## config.mk

```make
export PLATFORM = sky130hd
export DESIGN_NAME = mem_port_arbiter
export DESIGN_NICKNAME = d
export VERILOG_FILES = /design/src/rtl/mem_port_arbiter_pkg.sv /design/src/rtl/mem_port_arbiter_rr_pick.sv /design/src/rtl/mem_port_arbiter.sv
export SDC_FILE = /design/constraint.sdc
export NUM_CORES = 1
export LEC_CHECK = 0
export CORE_MARGIN = 5
export CORE_UTILIZATION = 33
export DETAILED_ROUTE_END_ITERATION = 7
export PLACE_DENSITY = 0.91
export SLEW_MARGIN = 10
export SYNTH_ARGS = -nofsm -noshare
export SYNTH_HDL_FRONTEND = slang
export SYNTH_SLANG_ARGS = --single-unit
```

## constraint.sdc

```tcl
create_clock -name clk -period 2.08 [get_ports clk]
set_clock_uncertainty 0.05 [all_clocks]
set_input_delay 0.52 -clock clk [delete_from_list [all_inputs] [get_ports clk]]
set_output_delay 0.52 -clock clk [all_outputs]
set_load 0.1 [all_outputs]
```

## src/rtl/mem_port_arbiter_pkg.sv

```systemverilog
// -----------------------------------------------------------------------------
// mem_port_arbiter_pkg
//   Shared definitions for the instruction-memory port arbiter: data/address
//   widths, the 2-bit arbiter state encoding and a width helper that never
//   returns zero (so single-entry configurations still get a 1-bit field).
// -----------------------------------------------------------------------------
package mem_port_arbiter_pkg;

    localparam int ADDR_W = 32;
    localparam int DATA_W = 32;

    typedef enum logic [1:0] {
        ST_IDLE   = 2'd0,
        ST_ISSUE  = 2'd1,
        ST_DRAIN  = 2'd2,
        ST_LOCKED = 2'd3
    } arb_state_e;

    // Width of an index/counter able to hold 0..value-1, minimum 1 bit.
    function automatic int clog2_min1(input int value);
        return (value > 1) ? $clog2(value) : 1;
    endfunction

endpackage

```

## src/rtl/mem_port_arbiter_rr_pick.sv

```systemverilog
// -----------------------------------------------------------------------------
// rr_pick
//   Combinational round-robin picker. Searches the request vector starting at
//   ptr_i+1 and wrapping modulo N; the first set request wins.
//
// Ports
//   req_i    in   N    request vector
//   ptr_i    in   PW   last served index (search starts one above it)
//   grant_o  out  N    one-hot grant (all zero when nothing requests)
//   found_o  out  1    at least one request was present
// -----------------------------------------------------------------------------
module rr_pick
    import mem_port_arbiter_pkg::*;
#(
    parameter  int N  = 2,
    localparam int PW = clog2_min1(N)
) (
    input  logic [N-1:0]  req_i,
    input  logic [PW-1:0] ptr_i,
    output logic [N-1:0]  grant_o,
    output logic          found_o
);

    always_comb begin : pick
        int            idx_int;
        logic [PW-1:0] idx;
        // NOTE: every variable written here gets a default first, so no path
        // can leave it unassigned and infer a latch.
        grant_o = '0;
        found_o = 1'b0;
        idx_int = 0;
        idx     = '0;
        // k = 1..N visits ptr+1 first and ptr itself last.
        for (int k = 1; k <= N; k++) begin
            idx_int = int'(ptr_i) + k;
            if (idx_int >= N) begin
                idx_int = idx_int - N;
            end
            idx = PW'(idx_int);
            if (!found_o && req_i[idx]) begin
                grant_o[idx] = 1'b1;
                found_o      = 1'b1;
            end
        end
    end

endmodule

```

## src/rtl/mem_port_arbiter.sv

```systemverilog
// -----------------------------------------------------------------------------
// mem_port_arbiter
//   Shares the single instruction-memory read port between NUM_REQ requesters
//   (e.g. icache refill and decompressor dictionary fetch). One request is
//   issued per grant; arbitration is round-robin. Sequence per beat:
//   IDLE (pick) -> ISSUE (wait for memory) -> DRAIN (one bubble) -> IDLE.
//
//   Build option ARB_LOCK_EN: the first grant locks the port to its owner for
//   BURST_LEN beats (a line refill). Between beats the FSM sits in LOCKED and
//   only the owner may reissue; if the owner stays silent for LOCK_TIMEOUT
//   cycles the lock is abandoned. Without the macro, arbitration is per beat.
//
// Ports
//   clk            in   1            clock, rising edge
//   reset          in   1            asynchronous active-high reset
//   req_valid      in   NUM_REQ      per-requester request, held until req_ready
//   req_addr       in   NUM_REQ*32   word addresses, slice i = [32*i +: 32]
//   req_ready      out  NUM_REQ      data-valid pulse to the owner only
//   req_rdata      out  32           read data broadcast, valid with req_ready
//   mem_req_valid  out  1            registered request to memory
//   mem_req_ready  in   1            memory data-valid pulse
//   mem_req_addr   out  32           registered address to memory
//   mem_req_rdata  in   32           memory read data
//   grant_id       out  GW           current or last owner
//   busy           out  1            FSM not in IDLE
// -----------------------------------------------------------------------------
module mem_port_arbiter
    import mem_port_arbiter_pkg::*;
#(
    parameter  int NUM_REQ      = 2,
    parameter  int BURST_LEN    = 4,
    parameter  int LOCK_TIMEOUT = 8,
    localparam int GW           = clog2_min1(NUM_REQ)
) (
    input  logic                      clk,
    input  logic                      reset,
    input  logic [NUM_REQ-1:0]        req_valid,
    input  logic [NUM_REQ*ADDR_W-1:0] req_addr,
    output logic [NUM_REQ-1:0]        req_ready,
    output logic [DATA_W-1:0]         req_rdata,
    output logic                      mem_req_valid,
    input  logic                      mem_req_ready,
    output logic [ADDR_W-1:0]         mem_req_addr,
    input  logic [DATA_W-1:0]         mem_req_rdata,
    output logic [GW-1:0]             grant_id,
    output logic                      busy
);

    arb_state_e          state_q, state_d;
    logic [GW-1:0]       ptr_q, ptr_d;
    logic [GW-1:0]       grant_q, grant_d;
    logic [ADDR_W-1:0]   addr_q, addr_d;
    logic                valid_q, valid_d;

    logic [ADDR_W-1:0]   addr_arr [NUM_REQ];
    logic [NUM_REQ-1:0]  pick_oh;
    logic                pick_found;
    logic [GW-1:0]       pick_idx;

`ifdef ARB_LOCK_EN
    localparam int BW = clog2_min1(BURST_LEN);
    localparam int IW = clog2_min1(LOCK_TIMEOUT + 1);

    // beat_q != 0 after a ready means more beats remain in the burst.
    logic [BW-1:0] beat_q, beat_d;
    logic [IW-1:0] idle_q, idle_d;
`else
    // Burst/timeout parameters only shape the locked build.
    logic [31:0] unused_cfg;
    assign unused_cfg = 32'(BURST_LEN + LOCK_TIMEOUT);
`endif

    for (genvar g = 0; g < NUM_REQ; g++) begin : g_req
        assign addr_arr[g]  = req_addr[ADDR_W*g +: ADDR_W];
        // Only the owner sees the memory pulse, and only while a request is out.
        assign req_ready[g] = (state_q == ST_ISSUE) && mem_req_ready && (grant_q == GW'(g));
    end

    rr_pick #(.N(NUM_REQ)) u_rr_pick (
        .req_i   (req_valid),
        .ptr_i   (ptr_q),
        .grant_o (pick_oh),
        .found_o (pick_found)
    );

    always_comb begin
        pick_idx = '0;
        for (int i = 0; i < NUM_REQ; i++) begin
            if (pick_oh[i]) begin
                pick_idx = GW'(i);
            end
        end
    end

    always_comb begin
        state_d = state_q;
        ptr_d   = ptr_q;
        grant_d = grant_q;
        addr_d  = addr_q;
        valid_d = valid_q;
`ifdef ARB_LOCK_EN
        beat_d  = beat_q;
        idle_d  = idle_q;
`endif
        unique case (state_q)
            ST_IDLE: begin
                if (pick_found) begin
                    grant_d = pick_idx;
                    addr_d  = addr_arr[pick_idx];
                    valid_d = 1'b1;
                    state_d = ST_ISSUE;
`ifdef ARB_LOCK_EN
                    beat_d  = '0;
`endif
                end
            end

            ST_ISSUE: begin
                // A requester dropping valid here does not abort the request.
                if (mem_req_ready) begin
                    valid_d = 1'b0;
                    state_d = ST_DRAIN;
`ifdef ARB_LOCK_EN
                    if (int'(beat_q) < BURST_LEN - 1) begin
                        beat_d = beat_q + 1'b1;
                    end else begin
                        beat_d = '0;
                        ptr_d  = grant_q;
                    end
`else
                    ptr_d   = grant_q;
`endif
                end
            end

            ST_DRAIN: begin
`ifdef ARB_LOCK_EN
                if (beat_q != '0) begin
                    state_d = ST_LOCKED;
                    idle_d  = '0;
                end else begin
                    state_d = ST_IDLE;
                end
`else
                state_d = ST_IDLE;
`endif
            end

            ST_LOCKED: begin
`ifdef ARB_LOCK_EN
                if (req_valid[grant_q]) begin
                    addr_d  = addr_arr[grant_q];
                    valid_d = 1'b1;
                    state_d = ST_ISSUE;
                    idle_d  = '0;
                end else if (int'(idle_q) == LOCK_TIMEOUT - 1) begin
                    // Owner abandoned the burst: release and advance the pointer.
                    state_d = ST_IDLE;
                    ptr_d   = grant_q;
                    beat_d  = '0;
                    idle_d  = '0;
                end else begin
                    idle_d  = idle_q + 1'b1;
                end
`else
                state_d = ST_IDLE;
`endif
            end

            default: state_d = ST_IDLE;
        endcase
    end

    always_ff @(posedge clk or posedge reset) begin
        if (reset) begin
            state_q <= ST_IDLE;
            ptr_q   <= GW'(NUM_REQ - 1);
            grant_q <= '0;
            addr_q  <= '0;
            valid_q <= 1'b0;
`ifdef ARB_LOCK_EN
            beat_q  <= '0;
            idle_q  <= '0;
`endif
        end else begin
            // NOTE: state registers use non-blocking assignments so every
            // flop samples the pre-edge values regardless of statement order.
            state_q <= state_d;
            ptr_q   <= ptr_d;
            grant_q <= grant_d;
            addr_q  <= addr_d;
            valid_q <= valid_d;
`ifdef ARB_LOCK_EN
            beat_q  <= beat_d;
            idle_q  <= idle_d;
`endif
        end
    end

    assign mem_req_valid = valid_q;
    assign mem_req_addr  = addr_q;
    assign grant_id      = grant_q;
    assign busy          = (state_q != ST_IDLE);
    assign req_rdata     = mem_req_rdata;

endmodule

```

==> impl_metrics.toml <==
[critical_path]
startpoint_type = "flop"
cp_slowest_cell = "dfrtp_1"
cpLargestDelayFamily = "simple AND/OR/NAND/NOR gates"
worstSetupPathType = "flop to primary output"
critPathBufInv = 1
reg2reg_from = "ptr_q"
critPathRequiredTime_ns = 1.51
cp.arrival_ns = 1.37
cp-end-kind = "primary output"
crit_fanout = 3
startpoint = "state_q[1]"
max_stage_delay_ns = 0.40
cp_cell_sequence = "nand3b_1, nor2_4, buf_12"

[grt]
grt_overflow = 0
antenna_found_initial = 0
grt_util_all_layers_pct = 12.4
grt_max_degree = 38
grt_pass1_wl_um = 8290
grt_pass1_vias = 1725

[synth]
synth_top_area_cell = "dfrtp_1"
synth-seq-cells = 37
synth_edf_count = 0
synth_cell_types = 17
syn_area_per_cell_um2 = 13.7
synth_top_area_share_pct = 42.1
synth_common_cells = "dfrtp_1, mux2_2, buf_4"
synth.most_common_cell = "dfrtp_1"
ys_seq_area_share_pct = 43.3
synthFlopType = "dfrtp_1"
netlist_area_um2 = 2140
synth_fp_nets = 257
async_reset_ff_share_pct = 100
netlist_instances = 156
yosys-top-cells-area = "dfrtp_1, mux2_4, mux2_2, buf_4, buf_6"
synth_warnings = 0

[placement]
dp_hpwl_um = 4090
port_buffers = 105
dpl_cell_area_um2 = 3140
gp_congestion = 0.725

[floorplanning]
fp.coreArea_um2 = 6310
die_width_um = 90.5
ios = 170
rows = 29
die_area_um2 = 8200
die_h_um = 90.5
initial_core_util_pct = 33.9

[sta]
tightest_slew_ns = 0.272
drv_slew = 0
finalCriticalPeriod_ns = 1.94
post-route-period-util_pct = 93.2
slew_headroom_pct = 81.8
grt_setup_unrepaired = "no"
fmax_mhz = 516
finalSetupViolations = 0
hold_viol_final = 0

[clock_tree]
clkTransAtPathRegs_ns = 0.07
cts_max_path_buffers = 2
cts.sinks = 37
cts_made_buffers = 5
hold_buffers = 0
cts_tree = "yes"
htreeDepth = 2
cts-root-buf = "clkbuf_8"
clock_latency_ns = 0.28

[finish]
regArea_um2 = 927
layout-drive-gt1-share_pct = 51.5
final_area_um2 = 3280
syn2layout_area_growth_pct = 53.4
antenna_cells = 0
fillers = 532
multi_input_area_um2 = 925
nets = 339

[routing]
vias_per_cell = 4.58
routed_wl_um = 5070
drc_errors = 0
dr.pass1.iters = 3
ant_nets = 0
wl_per_cell_um = 16.0
drt_iter0_markers = 5
num_vias = 1446

[hold_path]
min_from = "mem_req_valid"
min_path_type = "flop to flop"

[outcome]
status = "finished, final reports clean"

[run]
drv_cap = 0
==> flip-flops by register name, indices dropped and copies added, names as in the netlist <==
name	flops
mem_req_valid	1
grant_id	1
mem_req_addr	32
state_q	2
ptr_q	1
==> path summary, 6_finish.rpt <==
kind	endpoint	slack (ns)	cells after the start
hold / removal	mem_req_valid	0.45	2
min in group asynchronous	mem_req_addr[12]	0.57	3
hold reg to reg	mem_req_valid	0.45	2
setup / recovery	req_ready[1]	0.14	3
setup reg to reg	mem_req_addr[9]	0.37	4
max in group asynchronous	ptr_q	1.15	3
==> kinds of logic after synthesis <==
logic type,Yosys count,share of synthesized area [%]
multiplexers,64,38.7
AND/OR/NAND/NOR,7,1.52
AO/OA/AOI/OAI,5,1.69
buffers and inverters,43,14.7
flip-flops,37,43.3
==> metrics by stage <==
| stage | setup WS, ns | setup TNS [ns] | util, % | instances | hold WS (ns) |
|---|---|---|---|---|---|
| after floorplan | -0.193 | -0.193 | - | 156 | 0.444 |
| after global placement | -0.104 | -2.67 | 49.8 | 307 | 0.428 |
| after detailed placement | -0.152 | -3.61 | 49.8 | 307 | 0.430 |
| after CTS | 0.131 | 0 | 52.0 | 316 | 0.455 |
| after global routing | 0.0499 | 0 | 52.0 | 316 | 0.478 |
| final | 0.141 | 0 | 52.0 | 316 | 0.449 |
==> cell type report <==
type                    count  share of cell area, %
flip-flops and latches     37                   28.2
clock buffers               5                   2.10
multi-input cells          76                   28.2
clock inverters             3                   1.98
repair buffers            114                   36.2
well taps                  77                   2.93
inverters                   4                  0.457
==> cell usage in the layout (no fill, tap or decap), types with 2 or more instances in the layout <==
cell / instances
buf_4: 33
buf_12: 13
nand2_1: 2
mux2_2: 35
bufinv_16: 2
inv_1: 4
mux2_4: 29
nor2_4: 2
dfrtp_1: 36
clkbuf_8: 5
clkdlybuf4s50_1: 67
==> metal layers <==
| metal | wire [um] | GRT usage (%) |
|---|---|---|
| met4 | 89 | 4.34 |
| met2 | 2750 | 22.6 |
| met5 | 0 | 0 |
| met3 | 528 | 5.67 |
| met1 | 1700 | 12.2 |
==> worst min-delay path, cell delays in order (launching register included) <==
cell     delay, ns
dfrtp_1       0.36
nand2_1       0.05
nand2_1       0.06
==> repair_timing <==
action	in CTS	in global routing
setup buffers	1	0
gates resized for setup	1	0
setup endpoints to repair	2	0
Power is left out: the tool's default activity adds up to more than one toggle a clock period on the data nets, which glitch-free logic cannot reach.
